**src/rtl/regfile_writeback_pkg.sv**
```systemverilog
// Shared kinds, register constants and FSM states for the register-file writeback stage.
package regfile_writeback_pkg;

  localparam int unsigned W_DEF   = 8;
  localparam int unsigned D_DEF   = 4;
  localparam int unsigned ACC_REG = 0;

  typedef enum logic [1:0] {
    KIND_ACC = 2'b00,
    KIND_SLL = 2'b01,
    KIND_ADD = 2'b10,
    KIND_MOV = 2'b11
  } kind_e;

  typedef enum logic [1:0] {
    S_IDLE,
    S_DATA,
    S_CARRY
  } wb_state_e;

  function automatic logic has_carry(input logic [1:0] kind);
    return (kind == KIND_SLL) || (kind == KIND_ADD);
  endfunction

  function automatic logic has_dst(input logic [1:0] kind);
    return (kind == KIND_SLL) || (kind == KIND_MOV);
  endfunction

endpackage

```
**src/rtl/wb_fifo.sv**
```systemverilog
// Generic DEPTH x EW FIFO; exposes all entries oldest-first for the forwarding scan.
module wb_fifo #(
  parameter int unsigned EW    = 16,
  parameter int unsigned DEPTH = 2
) (
  input  logic                      Clk,
  input  logic                      Reset,
  input  logic                      push,
  input  logic                      pop,
  input  logic [EW-1:0]             wdata,
  output logic [EW-1:0]             head,
  output logic                      full,
  output logic                      empty,
  output logic [DEPTH-1:0][EW-1:0]  ordered,
  output logic [DEPTH-1:0]          ordered_valid
);

  localparam int unsigned AW = (DEPTH > 1) ? $clog2(DEPTH) : 1;

  logic [EW-1:0] mem [DEPTH];
  logic [AW-1:0] rd_ptr;
  logic [AW-1:0] wr_ptr;
  logic [AW:0]   count;

  always_ff @(posedge Clk) begin
    if (Reset) begin
      rd_ptr <= '0;
      wr_ptr <= '0;
      count  <= '0;
    end else begin
      if (push) wr_ptr <= wr_ptr + 1'b1;
      if (pop)  rd_ptr <= rd_ptr + 1'b1;
      case ({push, pop})
        2'b10:   count <= count + 1'b1;
        2'b01:   count <= count - 1'b1;
        default: ;
      endcase
    end
  end

  always_ff @(posedge Clk) begin
    if (push) mem[wr_ptr] <= wdata;
  end

  assign head  = mem[rd_ptr];
  assign full  = (count == (AW+1)'(DEPTH));
  assign empty = (count == '0);

  always_comb begin
    for (int unsigned i = 0; i < DEPTH; i++) begin
      ordered[i]       = mem[rd_ptr + AW'(i)];
      ordered_valid[i] = ((AW+1)'(i) < count);
    end
  end

endmodule

```
**src/rtl/regfile_writeback.sv**
```systemverilog
// Writeback stage: buffers results and drives the register-file write port with read forwarding.
// Optional macro REGFILE_WB_SPLIT_CARRY_EN serializes data/carry writes for a single-port register file.
module regfile_writeback
  import regfile_writeback_pkg::*;
#(
  parameter int unsigned W     = W_DEF,
  parameter int unsigned D     = D_DEF,
  parameter int unsigned DEPTH = 2
) (
  input  logic         Clk,
  input  logic         Reset,
  input  logic         in_valid,
  output logic         in_ready,
  input  logic [1:0]   in_kind,
  input  logic [D-1:0] in_dst,
  input  logic [D-1:0] in_carry_dst,
  input  logic [W-1:0] in_data,
  input  logic         in_carry,
  input  logic         wb_stall,
  output logic         WriteEn,
  output logic         writeEnCarryOut,
  output logic [1:0]   addrFlag,
  output logic [D-1:0] Waddr,
  output logic [D-1:0] waddrCarryOut,
  output logic [W-1:0] DataIn,
  output logic         carryOutData,
  input  logic [D-1:0] fwd_raddr_a,
  input  logic [D-1:0] fwd_raddr_accum,
  output logic         fwd_hit_a,
  output logic [W-1:0] fwd_data_a,
  output logic         fwd_hit_accum,
  output logic [W-1:0] fwd_data_accum,
  output logic         busy
);

  localparam int unsigned EW = 2 + 2*D + W + 1;

  logic                     push, pop, full, empty;
  logic [EW-1:0]            head;
  logic [DEPTH-1:0][EW-1:0] ordered;
  logic [DEPTH-1:0]         ordered_valid;

  logic [1:0]   h_kind, f_kind;
  logic [D-1:0] h_dst, h_cdst, f_dst, f_cdst;
  logic [W-1:0] h_data, f_data;
  logic         h_carry, f_carry;

  function automatic logic [D-1:0] eff_dst(input logic [1:0] kind, input logic [D-1:0] dst);
    return has_dst(kind) ? dst : D'(ACC_REG);
  endfunction

  assign in_ready = !full;
  assign push     = in_valid && in_ready;
  assign {h_kind, h_dst, h_cdst, h_data, h_carry} = head;

  wb_fifo #(.EW(EW), .DEPTH(DEPTH)) u_fifo (
    .Clk           (Clk),
    .Reset         (Reset),
    .push          (push),
    .pop           (pop),
    .wdata         ({in_kind, in_dst, in_carry_dst, in_data, in_carry}),
    .head          (head),
    .full          (full),
    .empty         (empty),
    .ordered       (ordered),
    .ordered_valid (ordered_valid)
  );

  // Oldest-to-youngest scan so later hits override; carry checked after data so it wins per entry.
  always_comb begin
    fwd_hit_a      = 1'b0;
    fwd_data_a     = '0;
    fwd_hit_accum  = 1'b0;
    fwd_data_accum = '0;
    f_kind = '0; f_dst = '0; f_cdst = '0; f_data = '0; f_carry = 1'b0;
    for (int unsigned i = 0; i < DEPTH; i++) begin
      {f_kind, f_dst, f_cdst, f_data, f_carry} = ordered[i];
      if (ordered_valid[i]) begin
        if (eff_dst(f_kind, f_dst) == fwd_raddr_a) begin
          fwd_hit_a  = 1'b1;
          fwd_data_a = f_data;
        end
        if (has_carry(f_kind) && (f_cdst == fwd_raddr_a)) begin
          fwd_hit_a  = 1'b1;
          fwd_data_a = W'(f_carry);
        end
        if (eff_dst(f_kind, f_dst) == fwd_raddr_accum) begin
          fwd_hit_accum  = 1'b1;
          fwd_data_accum = f_data;
        end
        if (has_carry(f_kind) && (f_cdst == fwd_raddr_accum)) begin
          fwd_hit_accum  = 1'b1;
          fwd_data_accum = W'(f_carry);
        end
      end
    end
  end

`ifndef REGFILE_WB_SPLIT_CARRY_EN

  always_comb begin
    WriteEn         = 1'b0;
    writeEnCarryOut = 1'b0;
    addrFlag        = '0;
    Waddr           = '0;
    waddrCarryOut   = '0;
    DataIn          = '0;
    carryOutData    = 1'b0;
    pop             = 1'b0;
    if (!empty && !wb_stall) begin
      WriteEn      = 1'b1;
      addrFlag     = h_kind;
      Waddr        = h_dst;
      DataIn       = h_data;
      carryOutData = h_carry;
      pop          = 1'b1;
      if (has_carry(h_kind)) begin
        writeEnCarryOut = 1'b1;
        waddrCarryOut   = h_cdst;
      end
    end
  end

  assign busy = !empty;

`else

  wb_state_e state, next_state, cur;

  always_ff @(posedge Clk) begin
    if (Reset) state <= S_IDLE;
    else       state <= next_state;
  end

  // IDLE with a waiting entry acts as DATA in the same cycle, keeping one-cycle latency.
  always_comb begin
    WriteEn         = 1'b0;
    writeEnCarryOut = 1'b0;
    addrFlag        = '0;
    Waddr           = '0;
    waddrCarryOut   = '0;
    DataIn          = '0;
    carryOutData    = 1'b0;
    pop             = 1'b0;
    cur             = (state == S_IDLE && !empty) ? S_DATA : state;
    next_state      = cur;
    case (cur)
      S_DATA: if (!wb_stall) begin
        WriteEn  = 1'b1;
        addrFlag = KIND_MOV;
        Waddr    = eff_dst(h_kind, h_dst);
        DataIn   = h_data;
        if (has_carry(h_kind)) begin
          next_state = S_CARRY;
        end else begin
          pop        = 1'b1;
          next_state = ordered_valid[1] ? S_DATA : S_IDLE;
        end
      end
      S_CARRY: if (!wb_stall) begin
        WriteEn    = 1'b1;
        addrFlag   = KIND_MOV;
        Waddr      = h_cdst;
        DataIn     = W'(h_carry);
        pop        = 1'b1;
        next_state = ordered_valid[1] ? S_DATA : S_IDLE;
      end
      default: ;
    endcase
  end

  assign busy = !empty || (state != S_IDLE);

`endif

endmodule

```
**config.mk**
```make
export PLATFORM = sky130hd
export DESIGN_NAME = regfile_writeback
export DESIGN_NICKNAME = d
export VERILOG_FILES = /design/src/rtl/regfile_writeback_pkg.sv /design/src/rtl/wb_fifo.sv /design/src/rtl/regfile_writeback.sv
export SDC_FILE = /design/constraint.sdc
export NUM_CORES = 1
export LEC_CHECK = 0
export ABC_CLOCK_PERIOD_IN_PS = 3500
export CAP_MARGIN = 20
export CORE_UTILIZATION = 51
export CTS_CLUSTER_DIAMETER = 50
export DETAILED_ROUTE_END_ITERATION = 10
export GPL_TIMING_DRIVEN = 0
export PLACE_DENSITY = 0.81
export REMOVE_ABC_BUFFERS = 1
export SYNTH_ARGS = -nofsm -noshare
export SYNTH_HDL_FRONTEND = slang
export SYNTH_HIERARCHICAL = 1
export SYNTH_SLANG_ARGS = --single-unit
```
**constraint.sdc**
```tcl
create_clock -name Clk -period 3.5 [get_ports Clk]
set_input_delay 0.7 -clock Clk [delete_from_list [all_inputs] [get_ports Clk]]
set_output_delay 0.7 -clock Clk [all_outputs]
set_load 0.01 [all_outputs]
```
After elaboration in Yosys (flattened, before gate mapping)
Memories as Yosys holds them, arrays and structs flattened. A register that Yosys moved wholly into a read port is not among the register bits.
Cells that the tools add are included.
{"block": "classes", "n_addsub": 4, "n_mul": 0, "div": 0, "order_cmp": 2, "n_eq_ne": 17, "shift": 0, "mux": 40, "n_bitwise": 0, "n_reduce_logical": 15}
{"op": "2-to-1 mux 8 bit", "n": 13}
{"op": "equality test 4 bit", "n": 8}
{"op": "2-to-1 mux 1 bit", "n": 20}
{"op": "2-to-1 mux 4 bit", "n": 5}
{"op": "equality test 2 bit (second input constant)", "n": 6}
{"op": "equality test 2 x 1 -> 1 bit (second input constant)", "n": 3}
{"op": "logical AND 1 bit", "n": 6}
{"op": "logical OR 1 bit", "n": 4}
{"op": "< comparator 1 x 2 -> 1 bit (first input constant)", "n": 2}
{"op": "one-hot mux 2 bit (2 select lines)", "n": 1}
{"op": "zero test 1 bit", "n": 3}
{"op": "adder 1 bit (second input constant)", "n": 2}
{"op": "adder 2 x 1 -> 2 bit (second input constant)", "n": 1}
{"op": "zero test 2 bit", "n": 1}
{"op": "2-to-1 mux 2 bit", "n": 1}
{"op": "nonzero test 2 bit", "n": 1}
{"op": "subtractor 2 x 1 -> 2 bit (second input constant)", "n": 1}
{"block": "totals", "reg_bits": 4, "latch_bits": 0, "ram_bits": 38, "rom_bits": 0, "in_bits": 31, "output_inout_bits": 41, "word_cells": 82, "memories": 1}
{"name": "u_fifo.mem", "words": 2, "word_bits": 19, "rd": 2, "rd_ports_with_merged_regs": 1, "wr": 1, "line_no": "wb_fifo.sv:20", "rtl": "logic [EW-1:0] mem [DEPTH];"}

Logic depth before layout (Yosys ltp)
Gate-level depths: netlist of the first run.
{"block": "logic_depth", "word_depth": 10, "depth_mapped": 11, "depth_no_buf": 9}

Hierarchy
Netlist of the first run, hierarchy kept.
{"mod": "wb_fifo", "instances": 1, "cells_each": 126, "area_per_inst_um2": 2039.5, "seq_area_each_um2": 1241.2}
{"mod": "regfile_writeback", "instances": 1, "cells_each": 157, "area_per_inst_um2": 1114.8, "seq_area_each_um2": 0.0}

Worst setup path after synthesis of the first run
OpenSTA, ideal clock, no wires.
{"block": "synth_path", "path_type": "flip-flop to output port", "start": "register u_fifo.rd_ptr", "end": "output port fwd_data_accum[1]", "arrival_ps": 2563, "required_ps": 2800, "slack_ps": 237, "stages_incl_launch_ff": 11, "path_buffers": 2, "cell_sequence": "dfxtp_1 buf_2 mux2_2 ha_1 o22a_1 or3_1 a311oi_2 a21oi_2 and3b_1 buf_6 a32o_1"}
{"item": "start: declaration", "line_no": "wb_fifo.sv:21", "rtl": "logic [AW-1:0] rd_ptr;"}
{"item": "start signal: assignment", "line_no": "wb_fifo.sv:32", "rtl": "if (pop) rd_ptr <= rd_ptr + 1'b1;"}
{"item": "end: declaration", "line_no": "regfile_writeback.sv:32", "rtl": "output logic [W-1:0] fwd_data_accum,"}

==> results of run 1 <==
==> cells in the final DEF, fill, tap and decap left out, types with 6 or more instances in the layout <==
cell type	instances
buf_2	15
buf_6	6
xnor2_1	19
nand2_1	7
xor2_1	9
inv_1	12
ha_1	6
nor3_1	6
clkdlybuf4s50_1	49
mux2_2	24
nand2b_1	7
and2_1	20
a32o_1	14
buf_4	11
nor2_1	7
clkbuf_8	6
mux2_4	14
edfxtp_1	38
==> timing repair <==
| action | 4_1_cts | 5_1_grt |
|---|---|---|
| gates resized for setup | 95 | 11 |
| hold buffers | 0 | 0 |
| endpoints found under the setup margin | 23 | 17 |
| pin swaps | 9 | 11 |
| buffers inserted | 17 | 1 |
==> power by group through the flow <==
stage                     Combinational (W)  Sequential [W]  Clock, W
after floorplan                    0.000789        0.000751         0
after global placement              0.00115        0.000777         0
after detailed placement            0.00119        0.000783         0
after CTS                           0.00135        0.000721  0.000372
after global routing                0.00148        0.000733  0.000393
final                               0.00138        0.000723  0.000371
==> cell families (layout without fill, tap and decap cells) <==
kind of cell	count (synthesis)	in the layout	synth area share (%)
simple gates	75	75	14.0
xor+xnor	28	28	7.77
fa+ha+maj	8	8	3.17
buf+inv	49	110	9.48
compound gates	41	41	11.1
mux	39	39	15.1
flops	43	43	39.3
==> metal layers <==
layer | vias to the layer above | routed length (um) | track usage [%]
met5 | - | 0 | 0
met4 | 0 | 170 | 10.2
met3 | 18 | 282 | 2.95
met2 | 74 | 3880 | 41.3
met1 | 1204 | 3050 | 27.6
li1 | 1141 | - | -
==> sequential cells by signal, summed over array words and instances, names as in the netlist, named ones only <==
register       flops
u_fifo/mem        38
u_fifo/wr_ptr      1
u_fifo/count       2
u_fifo/rd_ptr      1
==> worst min-delay path, cell delays in order, from the launching register on <==
cell,delay [ns]
dfxtp_1,0.33
nor2b_1,0.11
a211oi_1,0.06
==> how the worst max path moves through the flow <==
stage / cells past startpoint / end / slack (ns) / start
after floorplan: 7 / fwd_data_accum[1] / -0.02 / u_fifo/rd_ptr
after global placement: 9 / fwd_data_accum[0] / -1.04 / u_fifo/rd_ptr
after detailed placement: 9 / fwd_data_accum[0] / -1.10 / u_fifo/rd_ptr
after CTS: 12 / fwd_data_accum[5] / -0.07 / u_fifo/rd_ptr
after global routing: 10 / fwd_data_accum[6] / -0.20 / u_fifo/rd_ptr
final: 10 / fwd_data_accum[6] / -0.1 / u_fifo/rd_ptr
==> stage by stage <==
stage	hold WS, ns	instances	util, %	area (um2)
finish	0.543	419	67.1	4000
global route	0.585	419	67.1	4000
detailed placement	0.524	394	62.6	3730
CTS	0.540	418	67.1	4000
global placement	0.515	393	62.3	3710
floorplan	0.497	247	-	2900
==> cell type report <==
cell class                      instances  area [um2]
Fill cell                             469        1960
Tap cell                               75        93.8
Timing Repair Buffer                   89         790
Inverter                               13        48.8
Clock inverter                          1        5.00
Clock buffer                            7         108
Multi-Input combinational cell        191        1700
Sequential cell                        43        1250
==> results.sh, run 1 <==
export IMPL_start_util_pct=53.0
export IMPL_clockRootBuffer="clkbuf_8"
export IMPL_die_area_um2=6500
export IMPL_synth_edff_count=38
export IMPL_yosysMostFrequentCell="edfxtp_1"
export IMPL_dp_hpwl_mm=4.97
export IMPL_synth_top_cell_by_area="edfxtp_1"
export IMPL_finalSetupViolCount=5
export IMPL_peakVddDrop_v=0.000440
export IMPL_grt_antenna_before_repair=0
export IMPL_p_total_w=0.00247
export IMPL_worstHoldPathCells=2
export IMPL_post_drt_wl_per_cell_um=17.6
export IMPL_syn_area_um2=3150
export IMPL_drt_iter0_drc=170
export IMPL_row_count=28
export IMPL_synth_seq_area_share_pct=39.3
export IMPL_syn_area_per_cell_um2=11.1
export IMPL_ff2ff_path_depth=4
export IMPL_holdCritPathClass="reg -> reg"
export IMPL_synthTopCellsByArea="edfxtp_1, mux2_2, xnor2_1"
export IMPL_powerDensity_nw_per_um2=618
export IMPL_gp_congestion=0.872
export IMPL_path_class="reg -> out"
export IMPL_ys_flop_type="edfxtp_1"
export IMPL_max_slew_margin_pct=36.6
export IMPL_core_area_um2=5960
export IMPL_worst_slew_pin_slew_ns=0.951
export IMPL_yosys_register_bits=43
export IMPL_htreeDepth=2
export IMPL_clk_pin_slew_ns=0.09
export IMPL_totalWireLength_mm=7.38
export IMPL_io_pins=72
export IMPL_min_from="u_fifo/count[1]"
export IMPL_synthArstFlopShare_pct=0
export IMPL_final_nets=382
export IMPL_cp_cell_sequence="mux2_4 -> ha_4 -> o22a_1 -> or3_1 -> a311oi_2 -> a21oi_2 -> and3b_2 -> buf_6 -> a32o_1 -> buf_2"
export IMPL_worst_slack_ns=-0.0965
export IMPL_switching_share_pct=37.3
export IMPL_vias=2437
export IMPL_synth_top_area_share_pct=36.2
export IMPL_syn_inst=283
export IMPL_max_cap_violations=0
export IMPL_status="finished with violations"
export IMPL_grt_overflow_total=0
export IMPL_rrSetupSlack_ns=1.44
export IMPL_min_period_over_period_pct=103
export IMPL_cp_slowest_stage_delay_ns=0.39
export IMPL_numCtsBuffers=5
export IMPL_die_w_um=80.6
export IMPL_portBuffers=71
export IMPL_worstSkewPairLatency_ns=0.30
export IMPL_tns_ns=-0.426
export IMPL_clk_path_buf_depth=2
export IMPL_grt_pass1_wl_mm=11.2
export IMPL_combPwrFrac_pct=55.7
export IMPL_die_h_um=80.6
export IMPL_synth_distinct_cells=47
export IMPL_skew_ns=0.0116
export IMPL_crit_buf_inv=2
export IMPL_hold_viol=0
export IMPL_timing_rr_start="u_fifo/count[0]"
export IMPL_place_ws_ns=-1.10
export IMPL_yosysWarningCount=6
export IMPL_fin_crit_ns=3.60
export IMPL_clkPwrFrac_pct=15.0
export IMPL_fmax_mhz=278
export IMPL_drc=0
export IMPL_cts_tree="done"
export IMPL_end_kind="output port"
export IMPL_drv_slew=0
export IMPL_violations="setup timing"
export IMPL_grtUsageTotal_pct=23.1
export IMPL_cp_data_required_time_ns=2.80
export IMPL_antenna_cells=0
export IMPL_vias_per_cell=5.82
export IMPL_rsz0062_at_grt="true"
export IMPL_clock_sinks=43
export IMPL_path_max_fanout=5
export IMPL_grt_max_degree=20
export IMPL_crit_arrival_ns=2.90
export IMPL_ant_nets=0
export IMPL_p_leak_nw=1.51
export IMPL_reg2reg_to="u_fifo/mem[1][15]"
export IMPL_p_seq_share_pct=29.3
export IMPL_switchingPower_w=0.000921
export IMPL_syn_to_final_growth_pct=26.7
export IMPL_crit_path_top_delay_cell="dfxtp_4"
export IMPL_dr_pass1_iters=4
export IMPL_drive_above_1_share_pct=29.4
export IMPL_critical_path_top_delay_family="compound AO/OA/AOI/OAI gates"
export IMPL_internal_power_w=0.00155
export IMPL_synth_common_cells="edfxtp_1, mux2_2, buf_4"
export IMPL_hold_end="u_fifo/count[1]"
export IMPL_grt_pass1_vias=2345
export IMPL_cp_start_kind="flip-flop"
Note: power is estimated with default switching activity, not from simulation.
==> inputs of run 2 (changes only) <==
- CELL_PAD_IN_SITES_DETAIL_PLACEMENT: not set -> 0
- CELL_PAD_IN_SITES_GLOBAL_PLACEMENT: not set -> 1
- CORE_UTILIZATION: 51 -> 40
- GPL_ROUTABILITY_DRIVEN: not set -> 0
- PLACE_DENSITY: 0.81 -> not set
- PLACE_DENSITY_LB_ADDON: not set -> 0.1
==> results.sh, run 2 (synthesis gave the netlist of run 1 again) <==
export IMPL_status="finished with violations"
export IMPL_violations="setup timing"
export IMPL_cp_cell_sequence="mux2_4 -> ha_4 -> o22a_1 -> or3_1 -> a311oi_2 -> a21oi_2 -> and3b_2 -> buf_4 -> a32o_1 -> buf_2"
export IMPL_fmax_mhz=274
export IMPL_peakVddDrop_v=0.000376
export IMPL_fin_crit_ns=3.65
export IMPL_die_h_um=90.8
export IMPL_worst_slack_ns=-0.149
export IMPL_largest_reg_flops=38
export IMPL_finalSetupViolCount=13
export IMPL_core_area_um2=7690
export IMPL_portBuffers=71
export IMPL_rsz0062_at_grt="true"
export IMPL_drv_slew=0
export IMPL_dp_cells=423
export IMPL_reg_top3="u_fifo/mem (38), u_fifo/count (2)"
export IMPL_cp_slowest_stage_delay_ns=0.39
export IMPL_start_util_pct=41.0
export IMPL_drive_above_1_share_pct=32.8
export IMPL_grt_pass1_vias=2530
export IMPL_clockRootBuffer="clkbuf_8"
export IMPL_max_cap_violations=0
export IMPL_worstSkewPairLatency_ns=0.29
export IMPL_hold_slack_ns=0.550
export IMPL_post_drt_wl_per_cell_um=18.0
export IMPL_clk_pin_slew_ns=0.08
export IMPL_antenna_cells=0
export IMPL_layout_commonest_cell="clkdlybuf4s50_1"
export IMPL_skew_ns=0.00467
export IMPL_die_area_um2=8240
export IMPL_grt_max_degree=20
export IMPL_cts_hold_buf=0
export IMPL_cts_tree="done"
export IMPL_clock_sinks=43
export IMPL_dr_pass1_iters=4
export IMPL_vias=2432
export IMPL_powerDensity_nw_per_um2=609
export IMPL_worst_slew_pin_slew_ns=1.02
export IMPL_cp_data_required_time_ns=2.80
export IMPL_most_common_layout_cells="clkdlybuf4s50_1, edfxtp_1, buf_4"
export IMPL_clk_path_buf_depth=2
export IMPL_crit_arrival_ns=2.95
export IMPL_syn_to_final_growth_pct=34.2
export IMPL_min_period_over_period_pct=104
export IMPL_end_kind="output port"
export IMPL_holdCritPathClass="reg -> reg"
export IMPL_top_register="u_fifo/mem"
export IMPL_grt_antenna_before_repair=0
export IMPL_finalNonFillerCells=459
export IMPL_drc=0
export IMPL_max_slew_margin_pct=31.9
export IMPL_die_w_um=90.8
export IMPL_row_count=32
export IMPL_place_ws_ns=-1.28
export IMPL_ant_nets=0
export IMPL_drt_iter0_drc=94
export IMPL_vias_per_cell=5.30
export IMPL_grtUsageTotal_pct=20.2
export IMPL_dp_hpwl_mm=5.58
export IMPL_grt_pass1_wl_mm=13.0
export IMPL_totalWireLength_mm=8.26
export IMPL_numCtsBuffers=5
export IMPL_io_pins=72
export IMPL_path_class="reg -> out"
export IMPL_final_nets=395
export IMPL_hold_viol=0
export IMPL_grt_overflow_total=0
export IMPL_htreeDepth=2
export IMPL_p_leak_nw=1.59
export IMPL_path_max_fanout=4
export IMPL_cp_start_kind="flip-flop"
export IMPL_tns_ns=-1.12
export IMPL_p_total_w=0.00258
export IMPL_crit_path_top_delay_cell="dfxtp_4"
[run 2: cell types whose count changed in the layout (fill, tap and decap cells not counted), sizes merged]
cell | before | now
clkdlybuf4s50 | 49 | 46
clkbuf | 9 | 10
clkdlybuf4s15 | 1 | 6
dlymetal6s2s | 1 | 0
buf | 33 | 39
dlygate4sd2 | 3 | 8
[run 2: final cells by class]
class,count,area (um2)
repair buffers,102,936
clock inverters,1,5.00
flip-flops and latches,43,1250
inverters,13,48.8
clock buffers,7,86.3
fillers,694,3450
well taps,102,128
multi-input cells,191,1780
[run 2: power breakdown]
| part | switching, W | total [W] | internal [W] | leakage, nW |
|---|---|---|---|---|
| Combinational | 0.000764 | 0.00153 | 0.000770 | 1.14 |
| Sequential | 0.0000507 | 0.000721 | 0.000670 | 0.397 |
| Clock | 0.000163 | 0.000322 | 0.000159 | 0.0482 |
[run 2: timing repair]
item / 4_1_cts / 5_1_grt
resized for setup: 92 / 20
setup buffers: 23 / 8
pin swaps: 10 / 17
endpoints found under the setup margin: 18 / 17
[run 2: routing by layer]
| layer | wire length (um) | vias up | global-route usage, % |
|---|---|---|---|
| met2 | 4070 | 81 | 34.6 |
| met4 | 63 | 0 | 4.76 |
| li1 | - | 1160 | - |
| met5 | 0 | - | 0 |
| met1 | 3720 | 1184 | 27.0 |
| met3 | 398 | 7 | 2.78 |
[run 2: worst max-delay path, delay by kind of cell (launching register included)]
family / cells / cell delay, ns
and+or+nand+nor: 2 / 0.63
muxes: 1 / 0.34
AOI/OAI and AO/OA: 4 / 0.84
buffers and inverters: 2 / 0.28
adders and majority gates: 1 / 0.18
DFF: 1 / 0.39
[run 2: worst paths after layout]
check	endpoint	depth (start not counted)	startpoint	slack, ns
setup / recovery	fwd_data_accum[1]	10	u_fifo/rd_ptr	-0.15
hold / removal	u_fifo/count[0]	2	u_fifo/count[0]	0.55
setup reg to reg	u_fifo/count[1]	7	u_fifo/count[0]	1.39
hold reg to reg	u_fifo/count[0]	2	u_fifo/count[0]	0.55
[run 2: per-stage QoR]
step	cell area [um2]	util (%)
3_3_place_gp	3740	48.7
6_report	4230	55.1
2_1_floorplan	2900	-
4_1_cts	4170	54.3
3_5_place_dp	3790	49.4
5_1_grt	4230	55.1
